--- config.mk ---
export PLATFORM = sky130hd
export DESIGN_NAME = check_collision
export DESIGN_NICKNAME = d
export VERILOG_FILES = /design/src/rtl/check_collision.sv
export SDC_FILE = /design/constraint.sdc
export NUM_CORES = 1
export LEC_CHECK = 0
export BUFFER_PORTS_ARGS = -buffer_cell sky130_fd_sc_hd__buf_2
export CORE_UTILIZATION = 45
export CTS_CLUSTER_DIAMETER = 120
export DETAILED_ROUTE_END_ITERATION = 10
export PLACE_DENSITY = 0.8
export SYNTH_ARGS = -nofsm -noshare
export SYNTH_HDL_FRONTEND = slang
export SYNTH_SLANG_ARGS = --single-unit
--- constraint.sdc ---
create_clock -name clk -period 1.89 [get_ports clk]
set_input_delay 0.0945 -clock clk [delete_from_list [all_inputs] [get_ports clk]]
set_output_delay 0.0945 -clock clk [all_outputs]
set_load 0.1 [all_outputs]
--- src/rtl/check_collision.sv ---
// Maze collision checker: registers whether a one-pixel step from (PacX, PacY)
// in direction `state` lands on a clear point, plus a free-running pacing divider.
module check_collision (
    input  logic        clk,
    input  logic        rst,
    input  logic [9:0]  PacX,
    input  logic [8:0]  PacY,
    input  logic [1:0]  state,
    output logic        result,
    output logic [31:0] clkdiv
);
    localparam int NUM_BLK = 5;

    // Interior walls, index 0..4 = A..E; bounds inclusive and already
    // inflated by the sprite half-size so only the centre point is tested.
    localparam logic [NUM_BLK-1:0][9:0] XLO = {10'd270, 10'd420, 10'd120, 10'd420, 10'd120};
    localparam logic [NUM_BLK-1:0][9:0] XHI = {10'd370, 10'd520, 10'd220, 10'd520, 10'd220};
    localparam logic [NUM_BLK-1:0][8:0] YLO = {9'd200, 9'd300, 9'd300, 9'd100, 9'd100};
    localparam logic [NUM_BLK-1:0][8:0] YHI = {9'd280, 9'd380, 9'd380, 9'd180, 9'd180};

    logic [9:0]         nx;
    logic [8:0]         ny;
    logic [NUM_BLK-1:0] hit;
    logic               edge_hit;
    logic               blocked;

    // Modular step: 0-1 wraps to 1023/511, which the boundary test rejects.
    always_comb begin
        nx = PacX;
        ny = PacY;
        case (state)
            2'b00: ny = PacY - 9'd1;
            2'b01: ny = PacY + 9'd1;
            2'b10: nx = PacX - 10'd1;
            2'b11: nx = PacX + 10'd1;
            default: ;
        endcase
    end

    for (genvar g = 0; g < NUM_BLK; g++) begin : g_blk
        assign hit[g] = (nx >= XLO[g]) && (nx <= XHI[g]) &&
                        (ny >= YLO[g]) && (ny <= YHI[g]);
    end

    assign edge_hit = (nx < 10'd20) || (nx > 10'd620) || (ny < 9'd20) || (ny > 9'd460);
    assign blocked  = edge_hit | (|hit);

    always_ff @(posedge clk or negedge rst) begin
        if (!rst) begin
            result <= 1'b1;
            clkdiv <= 32'd0;
        end else begin
            result <= ~blocked;
            clkdiv <= clkdiv + 32'd1;
        end
    end
endmodule

# Word-level counts from Yosys, hierarchy flattened
# Cells that the tools add are included.
# Widths: inputs -> output; s select.
# op_classes
n_mux	2
add_sub_neg	5
n_bitwise	2
eq_ne	3
n_lt_le_gt_ge	16
n_reduce_logical	18
# op_table
op	n
$add 32x1->32 const B	1
$ge 10x9->1 const B	2
$pmux 10 s2	1
$le 9x9->1 const B	2
$pmux 9 s2	1
$logic_and 1x1->1	13
$add 10x1->10 const B	1
$ge 10x7->1 const B	1
$gt 10x10->1 const B	1
$le 10x10->1 const B	1
$le 10x8->1 const B	1
$le 10x9->1 const B	1
$lt 10x5->1 const B	1
$sub 10x1->10 const B	1
$add 9x1->9 const B	1
$ge 9x7->1 const B	1
$ge 9x8->1 const B	1
$ge 9x9->1 const B	1
$gt 9x9->1 const B	1
$le 9x8->1 const B	1
$lt 9x5->1 const B	1
$sub 9x1->9 const B	1
$reduce_or 5->1	1
$eq 2x2->1 const B	2
5 further kinds	7
# totals
output_inout_bits	33
ff_bits	33
elab_cells	48

# Logic depth before layout (Yosys ltp)
# Gate-level depths: netlist of the first run.
# logic_depth
ltp_word	9
mapped_depth	14
depth_no_buf	11

# Worst setup path before layout of the first run
# OpenSTA, ideal clock, no wires.
# synth_timing
path_type	input to register
startpoint	in state[1]
endpoint	reg result
path_slack_ns	-1.265
arrival_time_ns	3.067
cell_stages	13
n_path_buf	2
path_cell_list	buf_4 > clkinv_1 > clkbuf_1 > nand2_1 > fa_1 > a21oi_4 > o2111ai_2 > a21o_1 > a21oi_4 > xnor2_1 > or4_4 > a2111oi_4 > a311oi_1
# synth_between
elab_chain_cells	9
# synth_rtl
item	line	rtl
start: declaration	8	input logic [1:0] state,
$eq 2x2->1	31	case (state)
$pmux 10 s2	31	
$ge 10x7->1, or another cell as far along	41	assign hit[g] = (nx >= XLO[g]) && (nx <= XHI[g]) &&
$logic_and 1x1->1 (2 in a row)	41	
$logic_and 1x1->1	42	(ny >= YLO[g]) && (ny <= YHI[g]);
$reduce_or 5->1	46	assign blocked = edge_hit | (|hit);
$or 1x1->1 *	46	
$not 1->1 *	53	result <= ~blocked;
end signal: assignment	53	
end: declaration	9	output logic result,
# Every way passes the cells marked *; elsewhere a longest branch is shown, timed or not.

# Worst setup path in the final report of the first run
# Ends and elaborated chain as after synthesis.

==> results of run 1 <==
## layer usage
metal	wire [um]	global-route usage, %
met1	3470	29.4
met2	4350	43.8
met3	367	4.95
met4	102	6.27
met5	0	0
## cells in the final DEF, fill, tap and decap left out, types with 5 or more instances in the layout
cell,netlist,final
nand2_1,37,33
dfrtp_2,0,17
nand4_1,8,8
a31oi_1,7,7
buf_4,1,90
o21ai_0,9,9
nor2_1,21,17
xor2_1,8,7
nand3_1,24,22
clkbuf_8,0,5
o211ai_1,5,5
a21oi_1,11,11
buf_2,5,54
dfrtp_4,0,6
dfrtp_1,32,9
ha_1,17,13
nor3_1,12,9
a21o_1,5,5
xnor2_1,29,27
inv_1,10,10
## flip-flops by register name, summed over array words and instances (netlist names)
name    count
clkdiv     32
result      1
## stage by stage
stage               hold WS (ps)  worst slack [ps]  power, mW
floorplan                   -201              -817       1.32
global placement             184              -731       1.66
detailed placement           190              -806       1.69
CTS                          241              -376       2.23
global route                 265              -535       2.39
finish                       249              -387       2.26
## area by class of cell
cell class                      instances  area, um^2
Clock buffer                            5        68.8
Multi-Input combinational cell        288        2300
Timing Repair Buffer                  146         967
Fill cell                             527        2060
Sequential cell                        33         871
Tap cell                               77        96.3
Clock inverter                          3        17.5
Inverter                               11        46.3
## power breakdown
part / internal (mW) / switching [mW] / total [mW]
Combinational: 0.466 / 0.541 / 1.01
Clock: 0.254 / 0.277 / 0.531
Sequential: 0.719 / 0.00200 / 0.721
Total: 1.44 / 0.820 / 2.26
## kinds of logic (layout without fill, tap and decap cells)
logic type      after synthesis  in the layout  share of synthesized area (%)
xor+xnor                     38             38                           11.2
compound gates               88             88                           24.7
fa+ha+maj                    19             19                           8.34
simple gates                141            141                           24.1
buf+inv                      23            165                           3.68
mux                           2              2                          0.661
flops                        33             33                           27.3
## synthesized netlist by cell type, drive strengths merged (3+ instances only)
master / count / share of area [%]
a2111oi: 4 / 2.0
a211oi: 4 / 1.6
a21o: 6 / 1.5
a21oi: 13 / 2.9
a311oi: 3 / 1.7
a31oi: 7 / 1.4
and3: 5 / 1.0
buf: 8 / 1.8
clkbuf: 4 / 0.50
dfrtp: 32 / 26
ha: 17 / 7.0
inv: 10 / 1.2
nand2: 37 / 4.6
nand3: 24 / 4.0
nand4: 8 / 1.7
nor2: 21 / 2.6
nor2b: 5 / 1.0
nor3: 12 / 2.0
nor4: 3 / 0.62
o2111ai: 5 / 1.7
o211ai: 6 / 1.7
o21a: 3 / 0.74
o21ai: 13 / 2.4
o31ai: 3 / 0.91
or2: 3 / 0.62
or3: 7 / 1.4
xnor2: 29 / 8.4
xor2: 9 / 2.9
## worst max-delay path, cell delays in order
cell and delay, ps:
buf_4 140, clkinv_4 50, nand2_4 80, ha_2 400, a21oi_4 70, buf_4 130
o2111ai_1 210, xor2_1 170, mux2i_1 100, buf_4 160, nor4b_1 350, a2111oi_1 110
a21o_2 210, a311oi_2 200
## how the worst min path moves through the flow
stage,to,slack (ps),startpoint
after floorplan,clkdiv[10],-200,rst
final,result,250,PacX[9]
after CTS,result,240,PacX[9]
after global placement,clkdiv[31],180,rst
after global routing,result,270,PacX[9]
after detailed placement,clkdiv[30],190,rst
## timing repair
| action | in CTS | in global routing |
|---|---|---|
| buffers inserted | 0 | 2 |
| hold buffers | 1 | 0 |
| gates cloned | 0 | 0 |
| endpoints found under the setup margin | 5 | 7 |
| resized for setup | 9 | 12 |
| pin swaps | 13 | 10 |
| endpoints found under the hold margin | 32 | 0 |
==> results_dict.tcl, run 1 <==
set metrics [dict create \
    route.final.wire_length_um 8290 \
    hold_path.class "in -> reg" \
    design.portCount 56 \
    design.die.area_um2 7060 \
    yosysWarningCount 0 \
    cts.reportedPaths.clkPinSlew_ps 70 \
    time_the_worst_path_needs_with_i_o_delays_and_setup_ps 2280 \
    finalClockSkew_ps 9.79 \
    critical_path_class "in -> reg" \
    n_antenna_cell 0 \
    number_of_cells_traversed_by_the_worst_hold_path 5 \
    areaGrowthSynthToFinish_pct 44.2 \
    globalplace.congestion 0.915 \
    fin_setup_tns_ps -387 \
    worstPathRequired_ps 2100 \
    first_pass_grt_wire_length_um 14100 \
    grt_setup_unrepaired "true" \
    htree_num_levels 2 \
    unique_masters_post_synth 76 \
    cts_buffer_depth 2 \
    max_cap_viol_count 0 \
    critPathCapture "result" \
    worstSetupStartpoint "state[1]" \
    slew_viol_final 0 \
    clock_latency_of_the_later_clocked_register_in_the_worst_skew_pair_ps 300 \
    timing.rr.end "clkdiv[31]" \
    tritoncts "built" \
    hold_viol 0 \
    grt_start_max_net_pins 34 \
    via_count 3197 \
    drt-pass1-iter-count 7 \
    detail_route.iter0.violations 79 \
    cts_sinks 33 \
    coreArea_um2 6420 \
    post_synthesis_instance_area_um2 3030 \
    die-width_um 84.0 \
    grt_overflow_total 0 \
    fin_util_pct 68.0 \
    postSynth.asyncResetShare_pct 100 \
    stdcell_count 563 \
    timing.fmax_mhz 439 \
    leakage_nw 1.97 \
    setup_violations 1 \
    drive_gt1_share_pct 47.3 \
    outcome "finished, violations left" \
    io_buffer_count 55 \
    p_per_area_nw_per_um2 517 \
    synth.net_count 386 \
    final.setup.worst_slack_ps -387 \
    critical_path.reg2reg.startpoint "clkdiv[2]" \
    worstSetupEndpointType "flop" \
    clk_root_buffer_cell "clkbuf_8" \
    final_design_area_no_fill_um2 4370 \
    drc 2 \
    place_hpwl_um 6400 \
    number_of_enable_flip_flop_cells_after_synthesis 0 \
    routedWlPerCell_um 14.7 \
    r2r_setup_slack_ps 40 \
    placed_cells_incl_taps 552 \
    synth-seq-area-share_pct 27.3 \
    grt_pass1_vias 3229 \
    placement.cell_area_um2 4140 \
    critical_path_arrival_ps 2480 \
    slew-limit-headroom_pct 51.3 \
    reg2reg_depth 7 \
    final_antenna_net_count 0 \
    fp-row-count 29 \
    largest_voltage_drop_on_the_vdd_net_uv 295 \
    detailed_route_vias_per_instance 5.68 \
    synthesis.instances 344 \
    die_y_um 84.0 \
    synth_top_flop_cell "dfrtp_1" \
    cts-buffers-inserted 5 \
    synth-seq-cells 33 \
    globalRouteTotalUtil_pct 24.3 \
    initial_antenna_violation_count 0 \
    final_net_count 527 \
    crit_path_max_fanout 7 \
    worst_pin_slew_ps 731 \
    final_min_period_over_clock_period_pct 120 \
    start_kind "input port" \
    failing_checks "design-rule violations, negative setup slack" \
    synthesis.area_per_instance_um2 8.81 \
    initial_core_util_pct 47.2 \
]
Power figures use the tool's default switching activity.
==> run 2, diff against run 1 <==
--- a/config.mk
+++ b/config.mk
@@ -12,2 +12,3 @@
 export PLACE_DENSITY = 0.8
+export SLEW_MARGIN = 20
 export SYNTH_ARGS = -nofsm -noshare
==> constraint.sdc (replaced) <==
create_clock -name clk -period 1.89 [get_ports clk]
set_input_delay 0.378 -clock clk [delete_from_list [all_inputs] [get_ports clk]]
set_output_delay 0.378 -clock clk [all_outputs]
set_load 0.1 [all_outputs]
==> run 2 against run 1 <==
Against the previous run:
- the flow still finishes with violations (design-rule violations, negative setup slack)
- critical endpoint unchanged
- highest routed layer unchanged
- via count shrank 1.8%
- setup slack got worse by 300 ps
- die area unchanged
- critical path type unchanged
- sequential share of layout area barely moved
- combinational power hardly changed
- first-iteration DRC count shrank 24%
==> results_dict.tcl, run 2 (synthesized netlist as in run 1, its figures left out) <==
set metrics [dict create \
    die-width_um 84.0 \
    leakage_nw 1.95 \
    p_seq_share_pct 32.2 \
    fin_util_pct 68.1 \
    crit_path_top_delay_cell "fa_1" \
    layout_top_registers "clkdiv x32, result x1" \
    number_of_buffer_and_inverter_stages_on_the_critical_path 3 \
    setup_violations 1 \
    dp_worst_setup_slack_ps -1130 \
    tritoncts "built" \
    start_kind "input port" \
    cp_slowest_stage_delay_ps 440 \
    hold_viol 0 \
    netSwitchingPower_mw 0.792 \
    fin_setup_tns_ps -683 \
    outcome "finished, violations left" \
    layout_common_cells "buf_4 (91), buf_2 (53), nand2_1 (34), xnor2_1 (28), nand3_1 (22)" \
    grt_pass1_vias 3223 \
    critPathTopFamily "compound AO/OA/AOI/OAI gates" \
    globalplace.congestion 0.872 \
    routedWlPerCell_um 14.3 \
    worstSetupEndpointType "flop" \
    cts_hold_buffers 0 \
    detail_route.iter0.violations 60 \
    areaGrowthSynthToFinish_pct 44.3 \
    critical_path_arrival_ps 2760 \
    cts.reportedPaths.clkPinSlew_ps 70 \
    clock_latency_of_the_later_clocked_register_in_the_worst_skew_pair_ps 280 \
    drive_gt1_share_pct 47.4 \
    final_common_cell "buf_4" \
    critical_path_class "in -> reg" \
    cts-buffers-inserted 5 \
    grt_overflow_total 0 \
    cts_sinks 33 \
    final_antenna_net_count 0 \
    final.setup.worst_slack_ps -683 \
    critPathMostFrequentCell "buf_4" \
    die_y_um 84.0 \
    n_antenna_cell 0 \
    max_cap_viol_count 0 \
    failing_checks "design-rule violations, negative setup slack" \
    fill_count 500 \
    final_net_count 526 \
    hold_path.class "in -> async" \
    power.combinational.fraction_pct 45.0 \
    cts_buffer_depth 2 \
    io_buffer_count 55 \
    finalClockSkew_ps 7.35 \
    timing.critical_path.cells "buf_4 > nand2_2 > buf_4 > inv_1 > fa_1 > nor2b_4 > o2111ai_1 > a221oi_2 > a31oi_1 > o22ai_1 > a21boi_0 > a21o_1 > a311oi_1" \
    crit_path_max_fanout 7 \
    clockPowerShare_pct 22.8 \
    p_per_area_nw_per_um2 512 \
    coreArea_um2 6420 \
    globalRouteTotalUtil_pct 23.4 \
    design.portCount 56 \
    initial_core_util_pct 47.2 \
    final_min_period_over_clock_period_pct 136 \
    int_pwr_mw 1.45 \
    number_of_flip_flops_in_the_largest_register 32 \
    detailed_route_vias_per_instance 5.59 \
    fp-row-count 29 \
    time_the_worst_path_needs_with_i_o_delays_and_setup_ps 2570 \
    netSwitchingFraction_pct 35.4 \
    first_pass_grt_wire_length_um 13600 \
    drc 2 \
    via_count 3141 \
    largest_reg_by_ff_count "clkdiv" \
    worst_pin_slew_ps 714 \
    grt_start_max_net_pins 34 \
    timing.fmax_mhz 389 \
    initial_antenna_violation_count 0 \
    slew-limit-headroom_pct 52.4 \
    place_hpwl_um 6310 \
    drt-pass1-iter-count 7 \
    slew_viol_final 0 \
    largest_voltage_drop_on_the_vdd_net_uv 427 \
    route.final.wire_length_um 8060 \
    htree_num_levels 2 \
    clk_root_buffer_cell "clkbuf_8" \
    design.die.area_um2 7060 \
    grt_setup_unrepaired "true" \
    worstPathRequired_ps 2080 \
]
==> run 2: per-layer routing <==
| layer | track usage [%] | wire length [um] |
|---|---|---|
| met1 | 27.9 | 3560 |
| met2 | 43.8 | 4250 |
| met3 | 2.97 | 171 |
| met4 | 6.43 | 74 |
| met5 | 0 | 0 |
==> run 2: worst paths after layout <==
check | startpoint | to | slack [ps] | cells after the start
min reg2reg | clkdiv[16] | clkdiv[16] | 480 | 1
max reg2reg | clkdiv[2] | clkdiv[31] | 60 | 7
min in group clk | clkdiv[16] | clkdiv[16] | 480 | 1
max in group asynchronous | rst | clkdiv[1] | 1200 | 1
max | state[0] | result | -680 | 13
min | rst | clkdiv[30] | 140 | 1
==> run 2: worst reg2reg max path, delay by kind of cell (launching register included) <==
| kind | cells | cell delay (ps) |
|---|---|---|
| xor gates and xnor gates | 1 | 140 |
| DFF | 1 | 400 |
| and+or+nand+nor | 6 | 1180 |
==> run 2: area by class of cell <==
| class | count | area [um^2] | area share [%] |
|---|---|---|---|
| Inverter | 11 | 46.3 | 1.06 |
| Tap cell | 77 | 96.3 | 2.20 |
| Clock inverter | 3 | 17.5 | 0.401 |
| Timing Repair Buffer | 145 | 960 | 22.0 |
| Multi-Input combinational cell | 288 | 2310 | 52.9 |
| Sequential cell | 33 | 871 | 19.9 |
| Clock buffer | 5 | 68.8 | 1.57 |
==> run 2: timing repair <==
item / 4_1_cts / 5_1_grt
setup endpoints to repair: 5 / 7
hold endpoints to repair: 0 / 0
resized for setup: 9 / 14
setup buffers: 1 / 1
pin swaps: 17 / 9
cloned: 0 / 0
==> run 2: through the flow <==
stage	cells	area, um^2	power (mW)	hold WS, ps
2_1_floorplan	344	3190	1.32	82.4
3_3_place_gp	552	4140	1.66	449
3_5_place_dp	552	4140	1.68	470
4_1_cts	561	4280	2.21	174
5_1_grt	562	4370	2.38	210
6_report	562	4370	2.24	144
==> run 2: power by group through the flow <==
stage	combinational (mW)	sequential, mW	clock [mW]
after global placement	0.923	0.734	0
after CTS	0.965	0.721	0.526
after global routing	1.10	0.721	0.556
after detailed placement	0.948	0.735	0
after floorplan	0.520	0.798	0
final	1.01	0.721	0.510
==> run 3, diff against run 2 <==
ABC_AREA = 1   (was unset)
SKIP_CTS_REPAIR_TIMING = 1   (was unset)
==> run 3 against run 2 <==
Against the previous run:
- the flow finishes with violations (negative setup slack)
- sequential cell count stayed put
- clock power is 32% higher
- clock-buffer cell count increased by 2
- via count up 10%
- total power increased by 5.2%
- die area up 4.4%
- cell count up 20%
- first-iteration DRC count grew 130%
- synthesized area rose by 4.5%
- sequential power barely moved
- critical path type unchanged
- largest power group unchanged
==> results_dict.tcl, run 3 <==
set metrics [dict create \
    outcome "finished, violations left" \
    failing_checks "negative setup slack" \
    htree_num_levels 2 \
    crit_path_max_fanout 5 \
    finalClockSkew_ps 8.19 \
    route.final.wire_length_um 8430 \
    n_antenna_cell 0 \
    cts-buffers-inserted 5 \
    design.die.area_um2 7380 \
    final_min_period_over_clock_period_pct 104 \
    p_per_area_nw_per_um2 506 \
    clk_root_buffer_cell "clkbuf_8" \
    start_kind "input port" \
    initial_antenna_violation_count 0 \
    drt-pass1-iter-count 4 \
    via_count 3454 \
    grt_setup_unrepaired "true" \
    detailed_route_vias_per_instance 5.12 \
    reg2reg_depth 9 \
    netlist.area_leader.share_pct 25.3 \
    critical_path_arrival_ps 2190 \
    synthesis.instances 470 \
    synth_largest_area_cell "dfrtp_1" \
    number_of_flip_flops_in_the_largest_register 32 \
    detail_route.iter0.violations 140 \
    critical_path_class "in -> reg" \
    grt_start_max_net_pins 34 \
    leakage_nw 2.40 \
    layout_common_cells "nand2_1 (120), inv_1 (55), buf_2 (53), nand3_1 (45), buf_4 (44)" \
    worstSetupEndpointType "flop" \
    unique_masters_post_synth 36 \
    areaGrowthSynthToFinish_pct 46.8 \
    final_common_cell "nand2_1" \
    synth-seq-cells 33 \
    hold_viol 0 \
    synthesis.area_per_instance_um2 6.74 \
    yosys.cell_count.top_type "nand2_1" \
    final_net_count 620 \
    total_power_mw 2.35 \
    first_pass_grt_wire_length_um 12500 \
    number_of_enable_flip_flop_cells_after_synthesis 0 \
    hold_path.class "in -> async" \
    yosysWarningCount 0 \
    initial_core_util_pct 46.6 \
    placed_cells_incl_taps 650 \
    cts_sinks 33 \
    grt_overflow_total 0 \
    worstPathRequired_ps 2110 \
    timing.fmax_mhz 507 \
    fp-row-count 30 \
    routedWlPerCell_um 12.5 \
    grt_pass1_vias 3040 \
    final.setup.worst_slack_ps -83.3 \
    fill_count 506 \
    top_post_synthesis_cells_by_area "dfrtp_1 (25%), nand2_1 (18%), nand3_1 (8.9%), inv_1 (7.1%), ha_1 (6.7%)" \
    synth-seq-area-share_pct 26.1 \
    tritoncts "built" \
    slew_viol_final 0 \
    drive_gt1_share_pct 42.8 \
    layout_top_registers "clkdiv x32, result x1" \
    place_hpwl_um 5940 \
    time_the_worst_path_needs_with_i_o_delays_and_setup_ps 1970 \
    slew-limit-headroom_pct 53.7 \
    cts_buffer_depth 2 \
    globalRouteTotalUtil_pct 20.5 \
    cts.reportedPaths.clkPinSlew_ps 70 \
    die-width_um 85.9 \
    coreArea_um2 6790 \
    drc 0 \
    largest_reg_by_ff_count "clkdiv" \
    globalplace.congestion 0.932 \
    fin_util_pct 68.4 \
    dp_worst_setup_slack_ps -528 \
    setup_violations 1 \
    ys_top_cells_by_count "nand2_1 (152), inv_1 (60), nand3_1 (56), nor2_1 (39), dfrtp_1 (32)" \
    max_cap_viol_count 0 \
    synth_top_flop_cell "dfrtp_1" \
    post_synthesis_instance_area_um2 3170 \
    clock_latency_of_the_later_clocked_register_in_the_worst_skew_pair_ps 290 \
    worst_pin_slew_ps 694 \
    stdcell_count 675 \
    synth.net_count 512 \
    die_y_um 85.9 \
    postSynth.asyncResetShare_pct 100 \
    final_antenna_net_count 0 \
    design.portCount 56 \
    largest_voltage_drop_on_the_vdd_net_uv 215 \
    io_buffer_count 55 \
]
## run 3: final timing paths
path	start	endpoint	slack (ps)
max in group asynchronous	rst	clkdiv[0]	1240
worst min-delay path	rst	clkdiv[10]	130
worst min register to register	clkdiv[31]	clkdiv[31]	470
min in group clk	clkdiv[31]	clkdiv[31]	470
worst max register to register	clkdiv[2]	clkdiv[25]	30
worst max-delay path	state[0]	result	-80
## run 3: logic make-up (layout without fill, tap and decap cells)
| group | after synthesis | in the layout | synth area share (%) |
|---|---|---|---|
| AO/OA/AOI/OAI | 24 | 24 | 4.39 |
| XOR/XNOR | 34 | 34 | 9.40 |
| AND/OR/NAND/NOR | 287 | 289 | 43.0 |
| adder cells (fa/ha/maj) | 19 | 19 | 7.98 |
| multiplexers | 1 | 1 | 0.316 |
| buffers and inverters | 72 | 179 | 8.81 |
| flip-flops | 33 | 33 | 26.1 |
## run 3: power by group
| part | internal [mW] | switching [mW] |
|---|---|---|
| sequential | 0.717 | 0.00219 |
| clock | 0.429 | 0.245 |
| combinational | 0.386 | 0.574 |
| total | 1.53 | 0.821 |
## run 3: metal layers
metal	track usage (%)	vias to the layer above	share of wire, %
li1	-	1721	-
met1	24.6	1607	42
met2	37.9	112	52
met3	2.21	14	3.6
met4	6.97	0	1.7
met5	0	-	0
## run 3: worst max-delay path, stage by stage
cell and delay (ps):
buf_12 110, buf_8 130, nand2_8 80, fa_2 440, xor2_1 180, nand2_1 70, nand2_2 80, inv_2 70
nand3_1 80, nand2_1 110, nor2_1 50, nand2_1 50, nand2_1 40, nand2_1 70, nand3_2 70, a21oi_2 120
nor2_1 50
## run 3: layout make-up
cell class	instances	area, um^2	share of cell area [%]
timing repair buffer	103	702	15.1
clock inverter	1	30.0	0.646
clock buffer	7	86.3	1.86
multi-input combinational	367	2580	55.6
inverter	68	265	5.71
tap	96	120	2.58
sequential	33	860	18.5
## run 3: per-stage QoR
step | hold slack, ps | TNS [ps] | instance area [um^2]
after floorplan | 82.4 | -696 | 3350
after global placement | 448 | -467 | 3970
after detailed placement | 467 | -528 | 3970
after CTS | 161 | -228 | 4080
after global routing | 184 | -557 | 4650
final | 130 | -83.3 | 4650
